--- src/rtl/bls_sub_arbiter.sv ---
// rtl/bls_sub_arbiter.sv - round-robin shared nibble-serial borrow-lookahead subtractor
//
// Purpose: two requesters (A, B) share one 4-bit borrow-lookahead subtract
// stage. An accepted operation computes X - Y - Bin one nibble per clock,
// least-significant nibble first, chaining the borrow between cycles.
// Optional feature macro: BLS_SUB_ARBITER_OVF_EN (adds res_ovf).
//
// Ports:
//   clk, rst                  rising-edge clock, synchronous active-high reset
//   a_valid / a_ready         requester A handshake (ready is combinational)
//   a_x, a_y, a_bin           requester A minuend, subtrahend, borrow-in
//   b_valid / b_ready         requester B handshake
//   b_x, b_y, b_bin           requester B operands
//   res_valid / res_ready     result handshake toward the consumer
//   res_diff                  X - Y - Bin modulo 2^W
//   res_bout                  final borrow-out (X < Y + Bin, unsigned)
//   res_id                    source of the result: 0 = A, 1 = B
//   res_ovf                   two's-complement overflow (macro only)

module bls_sub_arbiter #(
  parameter int NIBBLES = 4
) (
  input  logic                 clk,
  input  logic                 rst,
  input  logic                 a_valid,
  output logic                 a_ready,
  input  logic [4*NIBBLES-1:0] a_x,
  input  logic [4*NIBBLES-1:0] a_y,
  input  logic                 a_bin,
  input  logic                 b_valid,
  output logic                 b_ready,
  input  logic [4*NIBBLES-1:0] b_x,
  input  logic [4*NIBBLES-1:0] b_y,
  input  logic                 b_bin,
  output logic                 res_valid,
  input  logic                 res_ready,
  output logic [4*NIBBLES-1:0] res_diff,
  output logic                 res_bout,
  output logic                 res_id
`ifdef BLS_SUB_ARBITER_OVF_EN
  ,
  output logic                 res_ovf
`endif
);

  localparam int W = 4 * NIBBLES;
  localparam logic [2:0] LAST_CNT = 3'(NIBBLES - 1);

  typedef enum logic [1:0] {
    IDLE = 2'd0,
    RUN  = 2'd1,
    DONE = 2'd2
  } state_t;

  state_t         r_state;
  logic [W-1:0]   r_x;
  logic [W-1:0]   r_y;
  logic [W-1:0]   r_diff;
  logic           r_borrow;
  logic [2:0]     r_cnt;
  logic           r_last;      // 1 = B was granted last
  logic           r_res_valid;
  logic           r_bout;
  logic           r_id;
`ifdef BLS_SUB_ARBITER_OVF_EN
  logic           r_ovf;
`endif

  // Round-robin grant: the non-last requester wins a tie; a lone valid always wins.
  logic w_grant_a;
  logic w_grant_b;
  assign w_grant_a = a_valid & (~b_valid | r_last);
  assign w_grant_b = b_valid & (~a_valid | ~r_last);

  assign a_ready = (r_state == IDLE) & w_grant_a;
  assign b_ready = (r_state == IDLE) & w_grant_b;

  // Operands shift right one nibble per RUN cycle, so the active nibble is
  // always the low four bits.
  logic [3:0] w_xn;
  logic [3:0] w_yn;
  logic [3:0] w_g;
  logic [3:0] w_p;
  logic [4:0] w_b;
  logic [3:0] w_dn;

  assign w_xn = r_x[3:0];
  assign w_yn = r_y[3:0];
  assign w_g  = ~w_xn & w_yn;
  assign w_p  = ~(w_xn ^ w_yn);

  // Full lookahead: every internal borrow is a flat sum of products of the
  // nibble generate/propagate terms and the incoming borrow.
  assign w_b[0] = r_borrow;
  assign w_b[1] = w_g[0]
                | (w_p[0] & r_borrow);
  assign w_b[2] = w_g[1]
                | (w_p[1] & w_g[0])
                | (w_p[1] & w_p[0] & r_borrow);
  assign w_b[3] = w_g[2]
                | (w_p[2] & w_g[1])
                | (w_p[2] & w_p[1] & w_g[0])
                | (w_p[2] & w_p[1] & w_p[0] & r_borrow);
  assign w_b[4] = w_g[3]
                | (w_p[3] & w_g[2])
                | (w_p[3] & w_p[2] & w_g[1])
                | (w_p[3] & w_p[2] & w_p[1] & w_g[0])
                | (w_p[3] & w_p[2] & w_p[1] & w_p[0] & r_borrow);

  assign w_dn = ~(w_p ^ w_b[3:0]);

  always_ff @(posedge clk) begin
    if (rst) begin
      r_state     <= IDLE;
      r_x         <= '0;
      r_y         <= '0;
      r_diff      <= '0;
      r_borrow    <= 1'b0;
      r_cnt       <= 3'd0;
      r_last      <= 1'b1;
      r_res_valid <= 1'b0;
      r_bout      <= 1'b0;
      r_id        <= 1'b0;
`ifdef BLS_SUB_ARBITER_OVF_EN
      r_ovf       <= 1'b0;
`endif
    end else begin
      case (r_state)
        IDLE: begin
          if (w_grant_a | w_grant_b) begin
            r_x      <= w_grant_a ? a_x   : b_x;
            r_y      <= w_grant_a ? a_y   : b_y;
            r_borrow <= w_grant_a ? a_bin : b_bin;
            r_id     <= w_grant_b;
            r_last   <= w_grant_b;
            r_cnt    <= 3'd0;
            r_state  <= RUN;
          end
        end
        RUN: begin
          // Diff nibbles enter at the top and reach their final position
          // after NIBBLES shifts.
          r_diff   <= {w_dn, r_diff[W-1:4]};
          r_x      <= {4'b0000, r_x[W-1:4]};
          r_y      <= {4'b0000, r_y[W-1:4]};
          r_borrow <= w_b[4];
          r_cnt    <= r_cnt + 3'd1;
          if (r_cnt == LAST_CNT) begin
            r_bout      <= w_b[4];
`ifdef BLS_SUB_ARBITER_OVF_EN
            // Borrow into the sign bit differing from the borrow out of it.
            r_ovf       <= w_b[3] ^ w_b[4];
`endif
            r_res_valid <= 1'b1;
            r_state     <= DONE;
          end
        end
        DONE: begin
          if (res_ready) begin
            r_res_valid <= 1'b0;
            r_state     <= IDLE;
          end
        end
        default: begin
          r_res_valid <= 1'b0;
          r_state     <= IDLE;
        end
      endcase
    end
  end

  assign res_valid = r_res_valid;
  assign res_diff  = r_diff;
  assign res_bout  = r_bout;
  assign res_id    = r_id;
`ifdef BLS_SUB_ARBITER_OVF_EN
  assign res_ovf   = r_ovf;
`endif

endmodule

--- config.mk ---
export PLATFORM = sky130hd
export DESIGN_NAME = bls_sub_arbiter
export DESIGN_NICKNAME = d
export VERILOG_FILES = /design/src/rtl/bls_sub_arbiter.sv
export SDC_FILE = /design/constraint.sdc
export NUM_CORES = 1
export LEC_CHECK = 0
export ABC_CLOCK_PERIOD_IN_PS = 5000
export BUFFER_PORTS_ARGS = -buffer_cell sky130_fd_sc_hd__buf_2
export CORE_UTILIZATION = 57
export CTS_BUF_LIST = sky130_fd_sc_hd__clkbuf_2
export DETAILED_ROUTE_END_ITERATION = 7
export GPL_ROUTABILITY_DRIVEN = 1
export MAX_ROUTING_LAYER = met4
export PLACE_DENSITY_LB_ADDON = 0.2
export SLEW_MARGIN = 0
export SYNTH_ARGS = -nofsm -noshare
export SYNTH_HDL_FRONTEND = slang
export SYNTH_SLANG_ARGS = --single-unit
--- constraint.sdc ---
create_clock -name clk -period 5 [get_ports clk]
set_clock_uncertainty 0.15 [all_clocks]
set_input_delay 0.5 -clock clk [delete_from_list [all_inputs] [get_ports clk]]
set_output_delay 0.5 -clock clk [all_outputs]
set_load 0.05 [all_outputs]
==> summary.md <==
| Metric | Value |
|---|---|
| DR vias | `2914` |
| Hold Crit Class | `in2reg` |
| Core Area | `5140 µm²` |
| First-pass GRT wire length | `11.7 mm` |
| TNS Setup | `0 ns` |
| Req. time, crit path | `5.21 ns` |
| Reg2Reg Depth | `4` |
| Syn_nets | `447` |
| Tmin final | `3.14 ns` |
| Hpwl dp | `4.82 mm` |
| Pwr dens | `290 nW/µm²` |
| DRC violations left | `0` |
| Port Buffers | `91` |
| Routed vias/inst | `5.68` |
| Initial DRC count | `238` |
| Most used routing layer | `met2` |
| Vias in the first global route | `2723` |
| Synth cell types | `31` |
| Worst Setup Start Kind | `flop` |
| CTS tree | `done` |
| Hold Crit Depth | `4` |
| Pleak | `1.61 nW` |
| Total grt overflow | `0` |
| Antenna violations before repair | `0` |
| #FFs+latches synth | `58` |
| Post-synthesis async set-or-reset flop share | `0` |
| Largest net degree at the start of global routing | `69` |
| Top Ports | `92` |
| DRT Pass-1 Iters | `4` |
| Mapped Area | `3060 µm²` |
| CTS resizes | `0` |
| # H-tree levels | `3` |
| Clock buffer count from CTS | `9` |
| Placement Cell Area | `3480 µm²` |
| Status | `finished, final reports clean` |
| Met3 Use GR | `0.0489` |
| EDFF count, synth | `0` |
| Final Worst Setup Slack | `1.86 ns` |
| Max Cap Viol | `0` |
| Post-CTS setup buffers | `0` |
| Synth warn | `0` |
| Root Driver | `clkbuf_2` |
| Top cell type by total area after synthesis | `dfxtp_1` |
| CP Max Fanout | `44` |
| CP Class | `reg2reg` |
| Max VDD drop | `0.000147 V` |
| Final Max Slew Viols | `0` |
| Tcrit/Tclk final | `0.627` |
| Final hold violations | `0` |
| Crit path DAT | `3.35 ns` |
| Die Width | `75.3 µm` |
| Sequential fraction of the synthesis area | `0.379` |
| Drt total wl | `7.40 mm` |
| Setup violations, final | `0` |
| Synthesized instance count | `369` |
| Design area | `3560 µm²` |
| Antenna-violating nets left | `0` |
| Layout cells sized above 1 | `0.275` |
| Area added between synthesis and finish | `16.3%` |
| Top FF cell, synth | `dfxtp_1` |
| Die ar. | `5670 µm²` |
| Max Freq | `319 MHz` |
| Die H | `75.3 µm` |
| Site Rows | `26` |
| Initial core utilization | `0.596` |
| Clock Pin Slew Worst Setup and Hold Paths | `0.18 ns` |
| Post-Layout Cell Count | `513` |
| Antenna diodes | `0` |
| RePlAce Congestion | `0.781` |
| Pwr Total | `1.03 mW` |
| Avg Inst Size Synth | `8.30 µm²` |
| Synth top area cells | `dfxtp_1, and3_1, a211oi_1, o41ai_2, nand2_1` |
| Synth top area share | `0.379` |
| Fillcell total | `462` |
| RSZ-0062 raised after global routing | `no` |
| Placed Instances | `497` |
| Fin nets | `516` |
| TritonCTS Sinks | `58` |
| GR Layer Usage met1 | `0.323` |
| WL/cell | `14.4 µm` |
| Worst Tran Pin Value | `1.24 ns` |
| Worst setup EP type | `flop` |
| M2 GR Usage | `0.478` |
| Pre-CTS setup slack | `1.82 ns` |
| Clock latency on the worst-skew pair | `0.49 ns` |
| Hold-fix buffers, CTS | `0` |
| Max_slew headroom | `0.171` |
| Gr usage total | `0.283` |
| CTS max path bufs | `2` |
-- sequential cells by signal (all words and copies together) (netlist names) --
register,count
r_state,2
r_y,16
res_id,1
r_cnt,3
res_diff,16
r_last,1
res_bout,1
res_valid,1
r_x,16
r_borrow,1
-- cells in the final DEF (no fill, tap or decap), types with 3 or more instances in the layout --
cell      instances
inv_1            18
a211o_1           8
nand2b_1          3
clkbuf_2         10
a21oi_1          33
a21boi_0          9
buf_2            91
nor3_1            4
clkinv_2          3
and3_1           36
a211oi_1         28
o41ai_2          12
o21ai_0           9
dfxtp_1          58
nand3b_1         12
nand2_1          45
ha_1              6
nor2b_1           4
nor2_1           22
o32ai_1          12
-- worst max-delay path, stage by stage (launching register included) --
cell,delay (ns)
dfxtp_1,0.40
nand2b_1,0.96
nand2_1,0.83
a211oi_1,0.53
o41ai_2,0.12
-- worst paths after layout --
check | slack [ns] | to | start
setup / recovery | 1.86 | r_y[9]$_SDFFE_PP0P_ | r_last$_SDFFE_PP1P_
hold / removal | 0.12 | r_state[1]$_SDFFE_PP0P_ | res_ready
setup reg to reg | 1.86 | r_y[9]$_SDFFE_PP0P_ | r_last$_SDFFE_PP1P_
hold reg to reg | 0.31 | r_y[15]$_SDFFE_PP0P_ | r_y[15]$_SDFFE_PP0P_
-- cells in the mapped netlist (3+ instances only) --
library cell  number
a211oi_1          28
o41ai_2           12
and3_1            36
buf_2             14
nor2b_1            5
dfxtp_1           58
ha_1               6
clkbuf_1          19
a21oi_1           33
o21ai_0            9
nand3b_1          12
nand2_1           45
nor2_1            22
nand2b_1           3
inv_1             18
a211o_1            8
a21boi_0           9
o32ai_1           12
nor3_1             4
-- routing by layer --
layer | up-vias | part of all wire | wire (µm)
met3 | 12 | 0.047 | 345
li1 | 1474 | - | -
met2 | 88 | 0.47 | 3510
met4 | 0 | 0.017 | 127
met1 | 1340 | 0.46 | 3420
met5 | - | 0 | 0
-- power by group --
part / leakage, nW / total [mW] / switching, mW / internal (mW)
combinational: 1.08 / 0.264 / 0.159 / 0.106
clock: 0.0551 / 0.246 / 0.183 / 0.0629
sequential: 0.476 / 0.524 / 0.0240 / 0.500
total: 1.61 / 1.03 / 0.366 / 0.668
-- logic make-up (layout without fill, tap and decap cells) --
group | after synthesis | in the layout | share of synthesized area
flip-flops | 58 | 58 | 0.379
XOR/XNOR | 2 | 2 | 0.00572
buffers and inverters | 53 | 127 | 0.0715
AND/OR/NAND/NOR | 131 | 131 | 0.215
adder cells (fa/ha/maj) | 7 | 7 | 0.0310
AO/OA/AOI/OAI | 118 | 118 | 0.298
-- cell type report --
type,instances,area [µm²],area share
Clock inverter,6,33.8,0.00948
Sequential cell,58,1160,0.326
Clock buffer,10,50.0,0.0140
Multi-Input combinational cell,258,1690,0.475
Tap cell,70,87.6,0.0246
Inverter,18,67.6,0.0190
Timing Repair Buffer,93,470,0.132
-- metrics by stage --
step	utilization	hold slack, ns
3_3_place_gp	0.677	0.288
5_1_grt	0.693	0.0812
2_1_floorplan	-	0.277
3_5_place_dp	0.677	0.290
6_report	0.693	0.117
4_1_cts	0.693	0.0997
Power figures use the tool's default switching activity.
